### config.mk
export PLATFORM = sky130hd
export DESIGN_NAME = decode_stage
export DESIGN_NICKNAME = d
export VERILOG_FILES = /design/src/rtl/mips_pkg.sv /design/src/rtl/decode_ctrl.sv /design/src/rtl/decode_stage.sv
export SDC_FILE = /design/constraint.sdc
export NUM_CORES = 1
export LEC_CHECK = 0
export ABC_CLOCK_PERIOD_IN_PS = 2900
export CAP_MARGIN = 0
export CORE_MARGIN = 3
export CORE_UTILIZATION = 42
export CTS_CLUSTER_DIAMETER = 40
export DETAILED_ROUTE_END_ITERATION = 6
export PLACE_DENSITY_LB_ADDON = 0.08
export REMOVE_ABC_BUFFERS = 1
export SLEW_MARGIN = 40
export SYNTH_ARGS = -nofsm -noshare
export SYNTH_HDL_FRONTEND = slang
export SYNTH_HIERARCHICAL = 1
export SYNTH_SLANG_ARGS = --single-unit
export TNS_END_PERCENT = 50
### constraint.sdc
create_clock -name clock -period 2.9 [get_ports clock]
set_input_delay 0.58 -clock clock [delete_from_list [all_inputs] [get_ports clock]]
set_output_delay 0.58 -clock clock [all_outputs]
set_load 0.01 [all_outputs]
### src/rtl/mips_pkg.sv
// mips_pkg: shared MIPS encoding constants and small decode helpers.
// Contents: opcode/funct constants, destination-select enum,
//           helpers for destination class and immediate extension.
package mips_pkg;

  // Primary opcodes, instruction bits [31:26]
  localparam logic [5:0] OP_RTYPE = 6'h00;
  localparam logic [5:0] OP_J     = 6'h02;
  localparam logic [5:0] OP_JAL   = 6'h03;
  localparam logic [5:0] OP_BEQ   = 6'h04;
  localparam logic [5:0] OP_BNE   = 6'h05;
  localparam logic [5:0] OP_ADDI  = 6'h08;
  localparam logic [5:0] OP_ANDI  = 6'h0C;
  localparam logic [5:0] OP_ORI   = 6'h0D;
  localparam logic [5:0] OP_XORI  = 6'h0E;
  localparam logic [5:0] OP_LW    = 6'h23;
  localparam logic [5:0] OP_SW    = 6'h2B;

  // R-type funct codes, instruction bits [5:0]
  localparam logic [5:0] FN_ADD = 6'h20;
  localparam logic [5:0] FN_SUB = 6'h22;
  localparam logic [5:0] FN_AND = 6'h24;
  localparam logic [5:0] FN_OR  = 6'h25;

  // Link register written by JAL
  localparam logic [4:0] REG_RA = 5'd31;

  // Which instruction field (if any) names the register written back
  typedef enum logic [1:0] {
    DST_NONE = 2'd0,
    DST_RD   = 2'd1,
    DST_RT   = 2'd2,
    DST_RA   = 2'd3
  } dest_sel_e;

  function automatic dest_sel_e dest_sel_of(input logic [5:0] op);
    dest_sel_e sel;
    case (op)
      OP_RTYPE:                   sel = DST_RD;
      OP_JAL:                     sel = DST_RA;
      OP_SW, OP_BEQ, OP_BNE, OP_J: sel = DST_NONE;
      default:                    sel = DST_RT;
    endcase
    return sel;
  endfunction

  // Logical immediates are zero-extended; everything else sign-extends
  function automatic logic imm_is_zext(input logic [5:0] op);
    logic z;
    case (op)
      OP_ANDI, OP_ORI, OP_XORI: z = 1'b1;
      default:                  z = 1'b0;
    endcase
    return z;
  endfunction

endpackage

### src/rtl/decode_ctrl.sv
// decode_ctrl: purely combinational field decode for the decode stage.
// Ports:
//   opcode_i, rt_i, rd_i, imm_i : instruction fields
//   dest_o      : destination register (0 when instruction writes nothing)
//   reg_wen_o   : register write enable (never set for destination 0)
//   mem_read_o  : LW
//   mem_write_o : SW
//   imm_o       : extended immediate
module decode_ctrl
  import mips_pkg::*;
#(
  parameter int DATA_W  = 32,
  parameter int RADDR_W = 5
) (
  input  logic [5:0]         opcode_i,
  input  logic [RADDR_W-1:0] rt_i,
  input  logic [RADDR_W-1:0] rd_i,
  input  logic [15:0]        imm_i,
  output logic [RADDR_W-1:0] dest_o,
  output logic               reg_wen_o,
  output logic               mem_read_o,
  output logic               mem_write_o,
  output logic [DATA_W-1:0]  imm_o
);

  dest_sel_e dest_sel_s;

  assign dest_sel_s = dest_sel_of(opcode_i);

  // Destination register selection
  always_comb begin
    dest_o = {RADDR_W{1'b0}};
    case (dest_sel_s)
      DST_RD:  dest_o = rd_i;
      DST_RT:  dest_o = rt_i;
      DST_RA:  dest_o = REG_RA;
      default: dest_o = {RADDR_W{1'b0}};
    endcase
  end

  // Writes to register 0 are architecturally dropped, so never enable them
  assign reg_wen_o   = (dest_sel_s != DST_NONE) && (dest_o != {RADDR_W{1'b0}});
  assign mem_read_o  = (opcode_i == OP_LW);
  assign mem_write_o = (opcode_i == OP_SW);

  // Immediate extension
  always_comb begin
    if (imm_is_zext(opcode_i)) begin
      imm_o = {{(DATA_W-16){1'b0}}, imm_i};
    end else begin
      imm_o = {{(DATA_W-16){imm_i[15]}}, imm_i};
    end
  end

endmodule

### src/rtl/decode_stage.sv
// decode_stage: MIPS-style instruction decode with ID/EX pipeline register.
// Ports:
//   clock, reset_n          : clock, async active-low reset
//   in_valid/in_ready/in_*  : fetch handshake, instruction and PC
//   rf_s*_addr_5/rf_s*_val  : combinational register-file read
//   wb_en/wb_addr/wb_data   : writeback port mirror, used for bypass
//   flush                   : discard decode and ID/EX contents
//   ex_valid/ex_ready/ex_*  : execute handshake and registered payload
//   stall_cnt_16            : saturating count of load-use bubbles
module decode_stage
  import mips_pkg::*;
#(
  parameter int DATA_W  = 32,
  parameter int RADDR_W = 5
) (
  input  logic               clock,
  input  logic               reset_n,
  input  logic               in_valid,
  output logic               in_ready,
  input  logic [31:0]        in_instr_32,
  input  logic [31:0]        in_pc_32,
  output logic [RADDR_W-1:0] rf_s1_addr_5,
  output logic [RADDR_W-1:0] rf_s2_addr_5,
  input  logic [DATA_W-1:0]  rf_s1_val_32,
  input  logic [DATA_W-1:0]  rf_s2_val_32,
  input  logic               wb_en,
  input  logic [RADDR_W-1:0] wb_addr_5,
  input  logic [DATA_W-1:0]  wb_data_32,
  input  logic               flush,
  output logic               ex_valid,
  input  logic               ex_ready,
  output logic [DATA_W-1:0]  ex_s1_val_32,
  output logic [DATA_W-1:0]  ex_s2_val_32,
  output logic [DATA_W-1:0]  ex_imm_32,
  output logic [31:0]        ex_pc_32,
  output logic [RADDR_W-1:0] ex_dest_5,
  output logic [5:0]         ex_opcode_6,
  output logic [5:0]         ex_funct_6,
  output logic               ex_reg_wen,
  output logic               ex_mem_read,
  output logic               ex_mem_write,
  output logic [15:0]        stall_cnt_16
);

  logic [5:0]         opcode_s;
  logic [RADDR_W-1:0] rs_s, rt_s, rd_s, dest_s;
  logic [5:0]         funct_s;
  logic [15:0]        imm_field_s;
  logic [DATA_W-1:0]  imm_s, s1_s, s2_s;
  logic               reg_wen_s, mem_read_s, mem_write_s;
  logic               hazard_s, hold_s;

  logic               valid_q, valid_d;
  logic [DATA_W-1:0]  s1_q, s1_d, s2_q, s2_d, imm_q, imm_d;
  logic [31:0]        pc_q, pc_d;
  logic [RADDR_W-1:0] dest_q, dest_d;
  logic [5:0]         op_q, op_d, fn_q, fn_d;
  logic               wen_q, wen_d, mrd_q, mrd_d, mwr_q, mwr_d;
  logic [15:0]        cnt_q, cnt_d;

  assign opcode_s    = in_instr_32[31:26];
  assign rs_s        = in_instr_32[25:21];
  assign rt_s        = in_instr_32[20:16];
  assign rd_s        = in_instr_32[15:11];
  assign funct_s     = in_instr_32[5:0];
  assign imm_field_s = in_instr_32[15:0];

  assign rf_s1_addr_5 = rs_s;
  assign rf_s2_addr_5 = rt_s;

  decode_ctrl #(
    .DATA_W  (DATA_W),
    .RADDR_W (RADDR_W)
  ) u_ctrl (
    .opcode_i    (opcode_s),
    .rt_i        (rt_s),
    .rd_i        (rd_s),
    .imm_i       (imm_field_s),
    .dest_o      (dest_s),
    .reg_wen_o   (reg_wen_s),
    .mem_read_o  (mem_read_s),
    .mem_write_o (mem_write_s),
    .imm_o       (imm_s)
  );

  // Writeback bypass: the register file is read in the same cycle it is written
  assign s1_s = (wb_en && (wb_addr_5 != {RADDR_W{1'b0}}) && (wb_addr_5 == rs_s)) ? wb_data_32 : rf_s1_val_32;
  assign s2_s = (wb_en && (wb_addr_5 != {RADDR_W{1'b0}}) && (wb_addr_5 == rt_s)) ? wb_data_32 : rf_s2_val_32;

  // Load-use: a load in ID/EX whose destination feeds the offered instruction.
  // Qualified by in_valid so idle cycles are not counted as bubbles.
  assign hazard_s = in_valid && valid_q && mrd_q && (dest_q != {RADDR_W{1'b0}}) &&
                    (opcode_s != OP_J) && (opcode_s != OP_JAL) &&
                    ((dest_q == rs_s) || (dest_q == rt_s));

  assign hold_s = valid_q && !ex_ready;

  // Next-state selection: flush > hold > hazard bubble > accept/idle
  always_comb begin
    in_ready = 1'b1;
    valid_d  = valid_q;
    s1_d     = s1_q;
    s2_d     = s2_q;
    imm_d    = imm_q;
    pc_d     = pc_q;
    dest_d   = dest_q;
    op_d     = op_q;
    fn_d     = fn_q;
    wen_d    = wen_q;
    mrd_d    = mrd_q;
    mwr_d    = mwr_q;
    cnt_d    = cnt_q;
    if (flush) begin
      in_ready = 1'b1;
      valid_d  = 1'b0;
      wen_d    = 1'b0;
      mrd_d    = 1'b0;
      mwr_d    = 1'b0;
    end else if (hold_s) begin
      in_ready = 1'b0;
    end else if (hazard_s) begin
      // Not holding here implies ex_ready=1, so the bubble advances
      in_ready = 1'b0;
      valid_d  = 1'b0;
      wen_d    = 1'b0;
      mrd_d    = 1'b0;
      mwr_d    = 1'b0;
      cnt_d    = (cnt_q == 16'hFFFF) ? cnt_q : (cnt_q + 16'd1);
    end else if (in_valid) begin
      in_ready = 1'b1;
      valid_d  = 1'b1;
      s1_d     = s1_s;
      s2_d     = s2_s;
      imm_d    = imm_s;
      pc_d     = in_pc_32;
      dest_d   = dest_s;
      op_d     = opcode_s;
      fn_d     = funct_s;
      wen_d    = reg_wen_s;
      mrd_d    = mem_read_s;
      mwr_d    = mem_write_s;
    end else begin
      in_ready = 1'b1;
      valid_d  = 1'b0;
      wen_d    = 1'b0;
      mrd_d    = 1'b0;
      mwr_d    = 1'b0;
    end
  end

  // ID/EX pipeline register and stall counter
  always_ff @(posedge clock or negedge reset_n) begin
    if (!reset_n) begin
      valid_q <= 1'b0;
      s1_q    <= {DATA_W{1'b0}};
      s2_q    <= {DATA_W{1'b0}};
      imm_q   <= {DATA_W{1'b0}};
      pc_q    <= 32'd0;
      dest_q  <= {RADDR_W{1'b0}};
      op_q    <= 6'd0;
      fn_q    <= 6'd0;
      wen_q   <= 1'b0;
      mrd_q   <= 1'b0;
      mwr_q   <= 1'b0;
      cnt_q   <= 16'd0;
    end else begin
      valid_q <= valid_d;
      s1_q    <= s1_d;
      s2_q    <= s2_d;
      imm_q   <= imm_d;
      pc_q    <= pc_d;
      dest_q  <= dest_d;
      op_q    <= op_d;
      fn_q    <= fn_d;
      wen_q   <= wen_d;
      mrd_q   <= mrd_d;
      mwr_q   <= mwr_d;
      cnt_q   <= cnt_d;
    end
  end

  assign ex_valid     = valid_q;
  assign ex_s1_val_32 = s1_q;
  assign ex_s2_val_32 = s2_q;
  assign ex_imm_32    = imm_q;
  assign ex_pc_32     = pc_q;
  assign ex_dest_5    = dest_q;
  assign ex_opcode_6  = op_q;
  assign ex_funct_6   = fn_q;
  assign ex_reg_wen   = wen_q;
  assign ex_mem_read  = mrd_q;
  assign ex_mem_write = mwr_q;
  assign stall_cnt_16 = cnt_q;

endmodule

[Word-level counts from Yosys, hierarchy flattened]
Index checks and enable logic that the tools add are counted.
Widths: inputs -> output; s select.
Word-level totals
  register bits: 165
  latch bits: 0
  memory bits (writable): 0
  bits in read-only memories: 0
  logic and storage cells: 84
  memories kept: 0
Cells by class
  add/sub/neg operators: 1
  multiply operators: 0
  div/mod/pow operators: 0
  order comparisons: 0
  equal/unequal tests: 20
  shift operators: 0
  multiplexer cells: 25
  bitwise gates (word level): 4
  reduce and logical (&&, ||, !) cells: 22
Operators by type and width (number)
  $mux 32: 3
  $eq 5x5->1: 4
  $mux 1: 20
  $eq 6x4->1 const B: 3
  $add 16x1->16 const B: 1
  $eq 16x16->1 const B: 1
  $pmux 5 s3: 1
  $reduce_bool 5->1: 3
  $eq 6x2->1 const B: 2
  $eq 6x3->1 const B: 2
  $eq 6x6->1 const B: 2
  $ne 6x2->1 const B: 2
  $logic_and 1x1->1: 11
  $reduce_and 4->1: 2
  $logic_not 6->1: 1
  $pmux 2 s3: 1
  $eq 2x2->1 const B: 2
  $not 1->1: 4
  $reduce_or 4->1: 1
  $reduce_or 3->1: 1
  $eq 2x1->1 const B: 1
  $ne 2x2->1 const B: 1
  $reduce_bool 2->1: 1
  $logic_not 1->1: 1
  $logic_or 1x1->1: 1

[Depth between registers and ports, before layout]
Gate-level depths: netlist of run 1.
  depth after elaboration: 11
  mapped depth: 9

[Modules after synthesis]
The synthesis of run 1 kept the hierarchy.
By module, submodules not included
  decode_stage: times used 1, cells each 571, area an instance 7219.4 µm²
  decode_ctrl: times used 1, cells each 70, area an instance 452.9 µm²

[Worst setup path after synthesis of run 1]
OpenSTA, ideal clock, no wires.
  path kind: register to register
  start point: register dest_q[1] (netlist: ex_dest_5[1])
  end point: register imm_q[11] (netlist: ex_imm_32[11])
  setup time: 0.125 ns
  arrival time: 2.047 ns
  data required time: 2.775 ns
  path slack: 0.728 ns
  cell stages (with the launch flop): 8
  path buffers: 3
  clock period less this slack: 2.172 ns
  path through: dfrtp_1 or4_1 o21ai_2 o2111ai_2 buf_6 buf_6 buf_6 mux2_4
Between the ends
  cells in the longest elaborated chain, start to end: 7
  elaborated cells between the ends (all ways): 10
  classes of those cells: 2 x eq/ne; 1 x bitwise; 7 x reduce/logical
RTL lines
  from (decl): RTL line decode_stage.sv:56  | logic [RADDR_W-1:0] dest_q, dest_d;
  from (signal assigned): RTL line decode_stage.sv:159  | dest_q <= {RADDR_W{1'b0}};
  from (signal assigned): RTL line decode_stage.sv:172  | dest_q <= dest_d;
  $reduce_bool 5->1: RTL line decode_stage.sv:92  | assign hazard_s = in_valid && valid_q && mrd_q && (dest_q != {RADDR_W{1'b0}}) &&
  $logic_and 1x1->1 (2 in a row): RTL line decode_stage.sv:92
  $logic_and 1x1->1: RTL line decode_stage.sv:93  | (opcode_s != OP_J) && (opcode_s != OP_JAL) &&
  $logic_and 1x1->1 *: RTL line decode_stage.sv:93
  $not 1->1 (no source line) *
  $reduce_and 4->1 (no source line) *
  to (signal assigned): RTL line decode_stage.sv:157  | imm_q <= {DATA_W{1'b0}};
  to (signal assigned): RTL line decode_stage.sv:170  | imm_q <= imm_d;
  to (decl): RTL line decode_stage.sv:54  | logic [DATA_W-1:0] s1_q, s1_d, s2_q, s2_d, imm_q, imm_d;
Every way passes the cells marked *; elsewhere a longest branch is shown, timed or not.
A chain may end at the register's enable or synchronous reset.

[Worst setup path in the final report of run 1]
  start point: input port in_instr_32[21]
  end point: output port in_ready
Between the ends
  cells in the longest elaborated chain, start to end: 6
RTL lines
  from (decl): RTL line decode_stage.sv:20  | input logic [31:0] in_instr_32,
  $eq 5x5->1: RTL line decode_stage.sv:94  | ((dest_q == rs_s) || (dest_q == rt_s));
  $logic_or 1x1->1: RTL line decode_stage.sv:94
  $logic_and 1x1->1: RTL line decode_stage.sv:93
  $mux 1: RTL line decode_stage.sv:121  | end else if (hazard_s) begin
  $mux 1: RTL line decode_stage.sv:119  | end else if (hold_s) begin
  $mux 1: RTL line decode_stage.sv:113  | if (flush) begin
  to (decl): RTL line decode_stage.sv:19  | output logic in_ready,
No other way between the ends.

==> results.json, run 1 <==
{
  "status": "completed",
  "synth_area_um2": 7670,
  "worstMarginPinSlew_ns": 0.644,
  "crit_chain": "clkdlybuf4s50_1, xor2_1, nor3_2, a22oi_1, nor3_1, nor2_1, dlymetal6s2s_1",
  "crit_arrival_ns": 1.98,
  "max_slew_margin_pct": 57.0,
  "ys_top_cells_by_count": "dfrtp_1 (165), nand2_1 (78), o21ai_0 (74)",
  "cp-startpoint": "in_instr_32[21]",
  "gp_congestion": 0.876,
  "holdWs_ns": 0.135,
  "period_needed_ns": 2.56,
  "drive_gt1_share_pct": 16.3,
  "root_buffer": "clkbuf_16",
  "post_cts_buffers": 0,
  "critical_path_required_ns": 2.32,
  "place_hpwl_mm": 17.0,
  "finalCritPeriodShare_pct": 88.3,
  "grt_pass1_vias": 6523,
  "hp-class": "in -> async",
  "grt_remaining_overflow": 0,
  "synth.area.top_cells": "dfrtp_1 (54%), mux2_2 (9.1%), mux2i_1 (8.3%)",
  "drtAntennaViolNets": 0,
  "p_leak_nw": 4.98,
  "remaining_drc_errors": 0,
  "first_pass_iters": 4,
  "initial_core_util_pct": 43.6,
  "io_pins": 347,
  "setup_viol": 0,
  "core.rowCount": 48,
  "fmax_mhz": 390,
  "grt_use_total_pct": 22.6,
  "clkPwrFrac_pct": 33.5,
  "diodes": 0,
  "cts_buffers": 17,
  "nNetsFinal": 1143,
  "power_mw": 7.08,
  "setup.worst_path.end_class": "output pin",
  "cts.clk_slew.worst_paths_ns": 0.07,
  "swShare_pct": 27.1,
  "clock_path_buffers": 2,
  "ys_ff_latch": 165,
  "cts_tree": "done",
  "die-area_um2": 19900,
  "yosysMostFrequentCell": "dfrtp_1",
  "powerDensity_nw_per_um2": 588,
  "async_flop_share_pct": 100,
  "core_um2": 17600,
  "yosysUniqueCellTypes": 37,
  "slowest_delay_ns": 0.54,
  "grt_setup_unrepaired": "no",
  "route.detailed.wl_per_inst_um": 18.7,
  "yosysWarnings": 6,
  "startpoint_type": "input port",
  "area_growth_pct": 56.9,
  "fin_skew_ns": 0.0134,
  "ys_seq_area_share_pct": 53.8,
  "nFillCells": 1335,
  "synth_top_cell_area_share_pct": 53.8,
  "ys.flop_type": "dfrtp_1",
  "worstPathMaxFanout": 3,
  "r2r_setup_slack_ns": 0.65,
  "postPlaceCellArea_um2": 11400,
  "p_comb_share_pct": 26.2,
  "dr_total_vias": 6030,
  "r2r-start": "ex_dest_5[2]",
  "seqPwrFrac_pct": 40.3,
  "clock_sinks": 165,
  "syn_avg_cell_area_um2": 12.0,
  "synth_top_cell_by_area": "dfrtp_1",
  "slowest_stage": "clkdlybuf4s50_1",
  "regArea_um2": 4130,
  "drt_iter0_drc": 267,
  "internal_power_mw": 5.16,
  "portBuffers": 346,
  "synth_edf_count": 0,
  "antenna_found_initial": 0,
  "grt_pass1_wl_mm": 35.4,
  "die_x_um": 141,
  "worstSetupPathType": "in -> out",
  "stdcell_area_um2": 12000,
  "vias_per_cell": 4.99,
  "clock_latency_ns": 0.43,
  "grt_max_degree": 65,
  "ir_drop_uv": 497,
  "hold_viol": 0,
  "switchingPower_mw": 1.91,
  "drv_cap": 0,
  "die_y_um": 141,
  "multi_input_area_um2": 3100,
  "syn_inst": 641,
  "maxSlewViolCount": 0,
  "h-tree-depth": 4,
  "drt_wl_total_mm": 22.6
}
==> metrics by stage <==
step           cells  worst slack [ns]  TNS (ns)  utilization [%]
6_report        1209             0.339         0             68.4
3_3_place_gp    1177          0.000124         0             64.9
4_1_cts         1209            0.0139         0             68.4
3_5_place_dp    1177            0.0247         0             64.9
5_1_grt         1209             0.262         0             68.4
2_1_floorplan    569             -3.68   -535.92                -
==> critical path: cells and delay by family <==
family          cells  cell delay, ns
compound gates      1            0.21
buf+inv             2            0.71
xor+xnor            1            0.22
simple gates        3            0.25
==> layout by cell type, fill, tap and decap left out, drive strengths merged, types with 4 or more instances in the layout <==
cell type      synthesis  routed
or4                    5       5
dfrtp                165     165
xor2                  15      15
clkbuf                14      18
nor3                   6       6
nand3                 11      11
xnor2                 20      20
nand4                  5       5
mux2i                 64      64
nor2                  10      10
clkdlybuf4s50          0     344
inv                    3      11
nand2                 78      78
nor4                   4       4
a21oi                  7       7
o21ai                 75      75
nand2b                 4       4
mux2                  82      82
buf                   58      38
==> kinds of logic after synthesis <==
group                    synth area share [%]
flip-flops                               53.8
buffers and inverters                    6.28
AO/OA/AOI/OAI                            6.38
multiplexers                             21.4
XOR/XNOR                                 4.00
adder cells (fa/ha/maj)                 0.163
AND/OR/NAND/NOR                          8.01
==> what timing repair did <==
item,in CTS,in global routing
setup endpoints to repair,0,1
hold buffers,0,0
gates resized for setup,0,2
==> path summary, 6_finish.rpt <==
path                                          to  cells past startpoint
worst max-delay path                    in_ready                      7
worst min-delay path            stall_cnt_16[10]                      1
worst max register to register  ex_s1_val_32[27]                      8
worst min register to register  ex_s2_val_32[17]                      2
max in group asynchronous        ex_s2_val_32[0]                      2
min in group clock              ex_s2_val_32[17]                      2
==> registers in the layout, summed over array words and instances (netlist names) <==
signal / flops
ex_s1_val_32: 32
ex_opcode_6: 6
ex_funct_6: 6
ex_reg_wen: 1
ex_valid: 1
ex_s2_val_32: 32
ex_pc_32: 32
ex_dest_5: 5
ex_imm_32: 32
ex_mem_read: 1
ex_mem_write: 1
stall_cnt_16: 16
==> layer usage <==
layer  track usage, %  wire length (um)
met5                0                 0
met2             40.3             11700
met1             25.0              8440
met3             8.85              1910
met4             6.32               454
==> area by class of cell <==
type | instances | share of cell area (%)
multi-input cells | 401 | 25.7
well taps | 225 | 2.34
clock buffers | 18 | 3.56
inverters | 3 | 0.0935
flip-flops and latches | 165 | 34.3
clock inverters | 14 | 1.56
repair buffers | 383 | 32.5
==> power by group through the flow <==
stage               Sequential (mW)  Clock [mW]  Combinational, mW
detailed placement             2.88           0               1.87
global placement               2.87           0               1.85
floorplan                      3.03           0              0.498
global route                   2.90        2.53               1.99
finish                         2.85        2.37               1.86
CTS                            2.85        2.41               1.88
Note: power is estimated with default switching activity, not from simulation.
==> run 2: changes to the inputs <==
--- a/config.mk
+++ b/config.mk
@@ -8,7 +8,7 @@
 export ABC_CLOCK_PERIOD_IN_PS = 2900
 export CAP_MARGIN = 0
 export CORE_MARGIN = 3
-export CORE_UTILIZATION = 42
+export CORE_UTILIZATION = 41
 export CTS_CLUSTER_DIAMETER = 40
 export DETAILED_ROUTE_END_ITERATION = 6
 export PLACE_DENSITY_LB_ADDON = 0.08
@@ -16,6 +16,5 @@
 export SLEW_MARGIN = 40
 export SYNTH_ARGS = -nofsm -noshare
 export SYNTH_HDL_FRONTEND = slang
-export SYNTH_HIERARCHICAL = 1
 export SYNTH_SLANG_ARGS = --single-unit
 export TNS_END_PERCENT = 50
==> run 2 against run 1 <==
- via count shrank 3.5%
- non-clock buffer count up 5
- design area decreased by 6.9%
- sequential share of layout area shrank 2.2 points
==> results.json, run 2 <==
{
  "status": "completed",
  "placedCellCount": 1138,
  "die_x_um": 135,
  "powerDensity_nw_per_um2": 559,
  "p_leak_nw": 4.71,
  "holdWs_ns": 0.0940,
  "yosysUniqueCellTypes": 38,
  "hp-class": "in -> async",
  "setup_viol": 0,
  "grt_pass1_vias": 6211,
  "cts.clk_slew.worst_paths_ns": 0.06,
  "maxSlewViolCount": 0,
  "top_layer_used": "met4",
  "clock_latency_ns": 0.42,
  "switchingPower_mw": 1.70,
  "p_comb_share_pct": 27.3,
  "yosysWarnings": 0,
  "grt_pass1_wl_mm": 33.1,
  "die_y_um": 135,
  "place_hpwl_mm": 16.8,
  "drt_iter0_drc": 281,
  "fmax_mhz": 354,
  "initial_core_util_pct": 42.5,
  "synth_edf_count": 0,
  "final_common_cell": "clkdlybuf4s50_1",
  "fin_skew_ns": 0.00951,
  "grt_use_total_pct": 23.3,
  "hold_viol": 0,
  "critical_path_required_ns": 2.32,
  "ir_drop_uv": 394,
  "period_needed_ns": 2.82,
  "syn_avg_cell_area_um2": 11.5,
  "clkPwrFrac_pct": 33.3,
  "seqPwrFrac_pct": 39.4,
  "cts_buffers": 17,
  "swShare_pct": 27.2,
  "crit_chain": "clkdlybuf4s50_1, or4_4, o2111a_1, nand2_2, or2_2, a21o_1, buf_2",
  "clock_path_buffers": 2,
  "vias_per_cell": 4.97,
  "crit_family": "simple AND/OR/NAND/NOR gates",
  "worstMarginPinSlew_ns": 0.515,
  "tns_ns": 0,
  "clock_sinks": 144,
  "fin_cells": 1171,
  "grt_remaining_overflow": 0,
  "worstPathMaxFanout": 2,
  "setup.worst_path.end_class": "output pin",
  "io_pins": 347,
  "worstSetupPathType": "in -> out",
  "worst-path-stages": 7,
  "remaining_drc_errors": 0,
  "startpoint_type": "input port",
  "ys.flop_type": "dfrtp_1",
  "grt_setup_unrepaired": "no",
  "core.rowCount": 46,
  "layout_common_cells": "clkdlybuf4s50_1 (343), dfrtp_1 (144), nand2_1 (85)",
  "nNetsFinal": 1114,
  "async_flop_share_pct": 100,
  "synth.area.top_cells": "dfrtp_1 (53%), mux2i_1 (9.4%), mux2_4 (6.6%)",
  "ys_top_cells_by_count": "dfrtp_1 (144), nand2_1 (85), o21ai_0 (76)",
  "drive_gt1_share_pct": 13.7,
  "h-tree-depth": 4,
  "first_pass_iters": 4,
  "ys_ff_latch": 144,
  "met3WireLength_mm": 1.86,
  "synth_top_cell_by_area": "dfrtp_1",
  "portBuffers": 346,
  "grt_max_degree": 58,
  "area_growth_pct": 63.7,
  "antenna_found_initial": 1,
  "die-area_um2": 18300,
  "drtAntennaViolNets": 0,
  "critPathBufInv": 2,
  "slowest_delay_ns": 0.53,
  "dr_total_vias": 5821,
  "slowest_stage": "or4_4",
  "reg2reg_depth": 7,
  "synth_top_cell_area_share_pct": 52.6,
  "core_um2": 16100,
  "syn_inst": 594,
  "power_mw": 6.26,
  "gp_congestion": 0.869,
  "crit_arrival_ns": 2.24,
  "yosysMostFrequentCell": "dfrtp_1",
  "max_slew_margin_pct": 65.5,
  "met2_length_mm": 11.0,
  "cts_tree": "done",
  "route.detailed.wl_per_inst_um": 18.3,
  "internal_power_mw": 4.56,
  "root_buffer": "clkbuf_16",
  "wl_met1_mm": 7.99,
  "synth_area_um2": 6850,
  "ys_seq_area_share_pct": 52.6,
  "drt_wl_total_mm": 21.5,
  "drv_cap": 0,
  "finalCritPeriodShare_pct": 97.3
}
run 2: cell types whose count changed in the layout (fill, tap and decap cells not counted), sizes merged, moves of 7 or more:
cell and delta:
a21oi +7, inv -8, dfrtp -21, nand2 +8, mux2 -28
run 2: cells by family after synthesis:
kind of cell	synth area share, %
flops	52.6
xor+xnor	4.47
simple gates	9.41
compound gates	7.74
buf+inv	5.72
mux	19.9
fa+ha+maj	0.183
run 2: layout make-up:
class / instances / area [um^2]
multi-input combinational: 390 / 2880
clock inverter: 11 / 108
antenna: 1 / 2.50
tap: 216 / 270
clock buffer: 20 / 457
fill: 1181 / 4900
inverter: 1 / 3.75
sequential: 144 / 3600
timing repair buffer: 388 / 3890
run 2: power by group through the flow:
stage / sequential [mW] / clock [mW] / combinational [mW]
2_1_floorplan: 2.64 / 0 / 0.404
3_3_place_gp: 2.49 / 0 / 1.70
3_5_place_dp: 2.50 / 0 / 1.72
4_1_cts: 2.47 / 2.14 / 1.74
5_1_grt: 2.50 / 2.22 / 1.83
6_report: 2.47 / 2.08 / 1.71
run 2: repair_timing:
item                                   CTS  global route
resized for setup                        6             1
setup endpoints to repair                1             1
hold buffers                             0             0
gates cloned                             0             0
buffers inserted                         0             1
pin swaps                                2             3
endpoints found under the hold margin    0             0
run 2: through the flow:
step                area (um^2)  setup WS (ns)  util (%)
CTS                       11200         0.0434      69.5
global placement          10600         -0.359      66.0
detailed placement        10600         -0.386      66.0
floorplan                  6460          -1.50         -
global route              11200         0.0210      69.6
finish                    11200         0.0784      69.6
run 2: metal layers:
metal	vias to the layer above	global-route usage, %
met2	275	41.2
met4	0	9.13
met3	37	7.50
li1	2740	-
met5	-	0
met1	2769	26.0
run 2: worst register-to-register path, cell delays in order (launching register included):
cell and delay [ns]:
dfrtp_1 0.47, xor2_1 0.20, nor3_2 0.21, a22oi_1 0.12, buf_4 0.17, o211ai_4 0.32, buf_12 0.28, mux2_2 0.38
run 2: path summary, 6_finish.rpt:
check | slack [ns] | start | end
max in group asynchronous | 2.10 | reset_n | ex_s1_val_32[7]
worst max register to register | 0.63 | ex_dest_5[0] | ex_imm_32[15]
worst min register to register | 0.48 | ex_s2_val_32[25] | ex_s2_val_32[25]
worst min-delay path | 0.09 | reset_n | ex_pc_32[19]
worst max-delay path | 0.08 | in_instr_32[30] | in_ready
min in group clock | 0.48 | ex_s2_val_32[25] | ex_s2_val_32[25]
==> run 3: changes to the inputs <==
--- a/config.mk
+++ b/config.mk
@@ -7,10 +7,11 @@
 export LEC_CHECK = 0
 export ABC_CLOCK_PERIOD_IN_PS = 2900
 export CAP_MARGIN = 0
-export CORE_MARGIN = 3
-export CORE_UTILIZATION = 41
+export CORE_AREA = 3 3 134 136
 export CTS_CLUSTER_DIAMETER = 40
 export DETAILED_ROUTE_END_ITERATION = 6
+export DIE_AREA = 0 0 137 139
+export DONT_BUFFER_PORTS = 1
 export PLACE_DENSITY_LB_ADDON = 0.08
 export REMOVE_ABC_BUFFERS = 1
 export SLEW_MARGIN = 40
==> run 3 against run 2 <==
- the run now ends with negative hold slack left
- register-to-register slack got worse by 0.11 ns
- design area decreased by 34%
- non-clock buffer count fell by 382
- cell count decreased by 32%
- sequential share of layout area up 17 points
- clock skew hardly changed
- critical endpoint unchanged
- highest routed layer unchanged
==> results.json, run 3 (synthesized netlist as in run 2, its figures left out) <==
{
  "tns_ns": 0,
  "clkPwrFrac_pct": 37.9,
  "grt_use_total_pct": 17.5,
  "endpoint": "in_ready",
  "antenna_found_initial": 0,
  "startpoint_type": "register",
  "r2r_end": "ex_pc_32[26]",
  "p_leak_nw": 3.15,
  "cts_tree": "done",
  "final_common_cell": "dfrtp_1",
  "cts_buffers": 17,
  "postPlaceCellArea_um2": 6830,
  "cp-startpoint": "ex_dest_5[0]",
  "max_slew_margin_pct": 53.7,
  "seqPwrFrac_pct": 52.5,
  "vias_per_cell": 5.32,
  "violations": "negative hold slack",
  "grt_max_degree": 145,
  "period_needed_ns": 2.72,
  "fin_cells": 796,
  "placedCellCount": 766,
  "drt_iter0_drc": 162,
  "nFillCells": 1621,
  "grt_pass1_vias": 4423,
  "worstSetupPathType": "reg -> out",
  "clock_sinks": 144,
  "post_cts_buffers": 0,
  "setup.worst_path.end_class": "output pin",
  "clock_path_buffers": 2,
  "dr_total_vias": 4231,
  "grt_remaining_overflow": 0,
  "hp-class": "in -> async",
  "diodes": 0,
  "dp_slack_ns": 0.343,
  "switchingPower_mw": 1.47,
  "r2r_setup_slack_ns": 0.52,
  "core_um2": 17100,
  "p_comb_share_pct": 9.6,
  "post_cts_resized": 0,
  "reg2reg_depth": 6,
  "crit_arrival_ns": 2.14,
  "nNetsFinal": 732,
  "regArea_um2": 3600,
  "r2r-start": "ex_dest_5[2]",
  "gp_congestion": 0.783,
  "power_mw": 5.11,
  "final.setup.worst_slack_ns": 0.177,
  "finalCritPeriodShare_pct": 93.9,
  "route.detailed.wl_per_inst_um": 21.5,
  "swShare_pct": 28.8,
  "cts.clk_slew.worst_paths_ns": 0.06,
  "critical_path_required_ns": 2.32,
  "first_pass_iters": 4,
  "stdcell_area_um2": 7350,
  "clock_latency_ns": 0.41,
  "maxSlewViolCount": 0,
  "drt_wl_total_mm": 17.1,
  "drive_gt1_share_pct": 15.8,
  "worstMarginPinSlew_ns": 0.689,
  "holdWs_ns": -0.140,
  "portBuffers": 0,
  "powerDensity_nw_per_um2": 695,
  "die-area_um2": 19000,
  "hold_viol": 144,
  "core.rowCount": 48,
  "fmax_mhz": 367,
  "drtAntennaViolNets": 0,
  "area_growth_pct": 7.25,
  "die_x_um": 137,
  "layout_common_cells": "dfrtp_1 (144), nand2_1 (85), o21ai_0 (76)",
  "root_buffer": "clkbuf_16",
  "setup_viol": 0,
  "die_y_um": 139,
  "fin_skew_ns": 0.00986,
  "grt_pass1_wl_mm": 25.6,
  "multi_input_area_um2": 2870,
  "internal_power_mw": 3.64,
  "grt_setup_unrepaired": "no",
  "h-tree-depth": 4,
  "worstPathMaxFanout": 5,
  "remaining_drc_errors": 0,
  "status": "finished, violations left",
  "io_pins": 347,
  "place_hpwl_mm": 12.7,
  "initial_core_util_pct": 40.2,
  "ir_drop_uv": 371,
  "drv_cap": 0,
  "final_util_pct": 43.1
}
run 3: changes by cell type in the layout (fill, tap and decap cells not counted), sizes merged:
cell           before  now
clkbuf             20   18
clkdlybuf4s50     343    0
clkinv              6    5
dlymetal6s2s        1    0
bufinv              1    0
buf                44    6
clkinvlp            2    3
inv                 3    5
diode               1    0
run 3: per-layer routing:
metal / up-vias / wire (um) / global-route usage (%)
met1: 2010 / 6180 / 19.6
met5: - / 0 / 0
met2: 225 / 8550 / 29.3
li1: 1966 / - / -
met4: 0 / 506 / 6.88
met3: 30 / 1860 / 7.18
run 3: final cells by class:
cell class                 instances  area share (%)
clock inverter                    12            1.18
sequential                       144            49.0
clock buffer                      18            5.84
inverter                           1          0.0511
timing repair buffer               6           0.954
multi-input combinational        390            39.1
tap                              225            3.83
run 3: power groups by stage:
stage | combinational [mW] | sequential [mW] | clock (mW)
final | 0.491 | 2.68 | 1.94
after floorplan | 0.404 | 2.64 | 0
after CTS | 0.501 | 2.70 | 2.00
after global routing | 0.562 | 2.73 | 2.09
after global placement | 0.478 | 2.73 | 0
after detailed placement | 0.503 | 2.73 | 0
run 3: worst min path at each step:
stage,cells past startpoint,end,slack (ns)
detailed placement,0,ex_pc_32[26],0.29
floorplan,0,ex_dest_5[0],0.28
global route,0,ex_pc_32[26],-0.17
global placement,0,ex_pc_32[26],0.29
finish,0,ex_pc_32[1],-0.14
CTS,0,ex_pc_32[26],-0.16
run 3: critical path: stages (launching register included):
cell and delay [ns]:
dfrtp_1 0.52, xor2_1 0.19, nor3_1 0.07, a22oi_1 0.55, or2_2 0.25, a21o_1 0.16
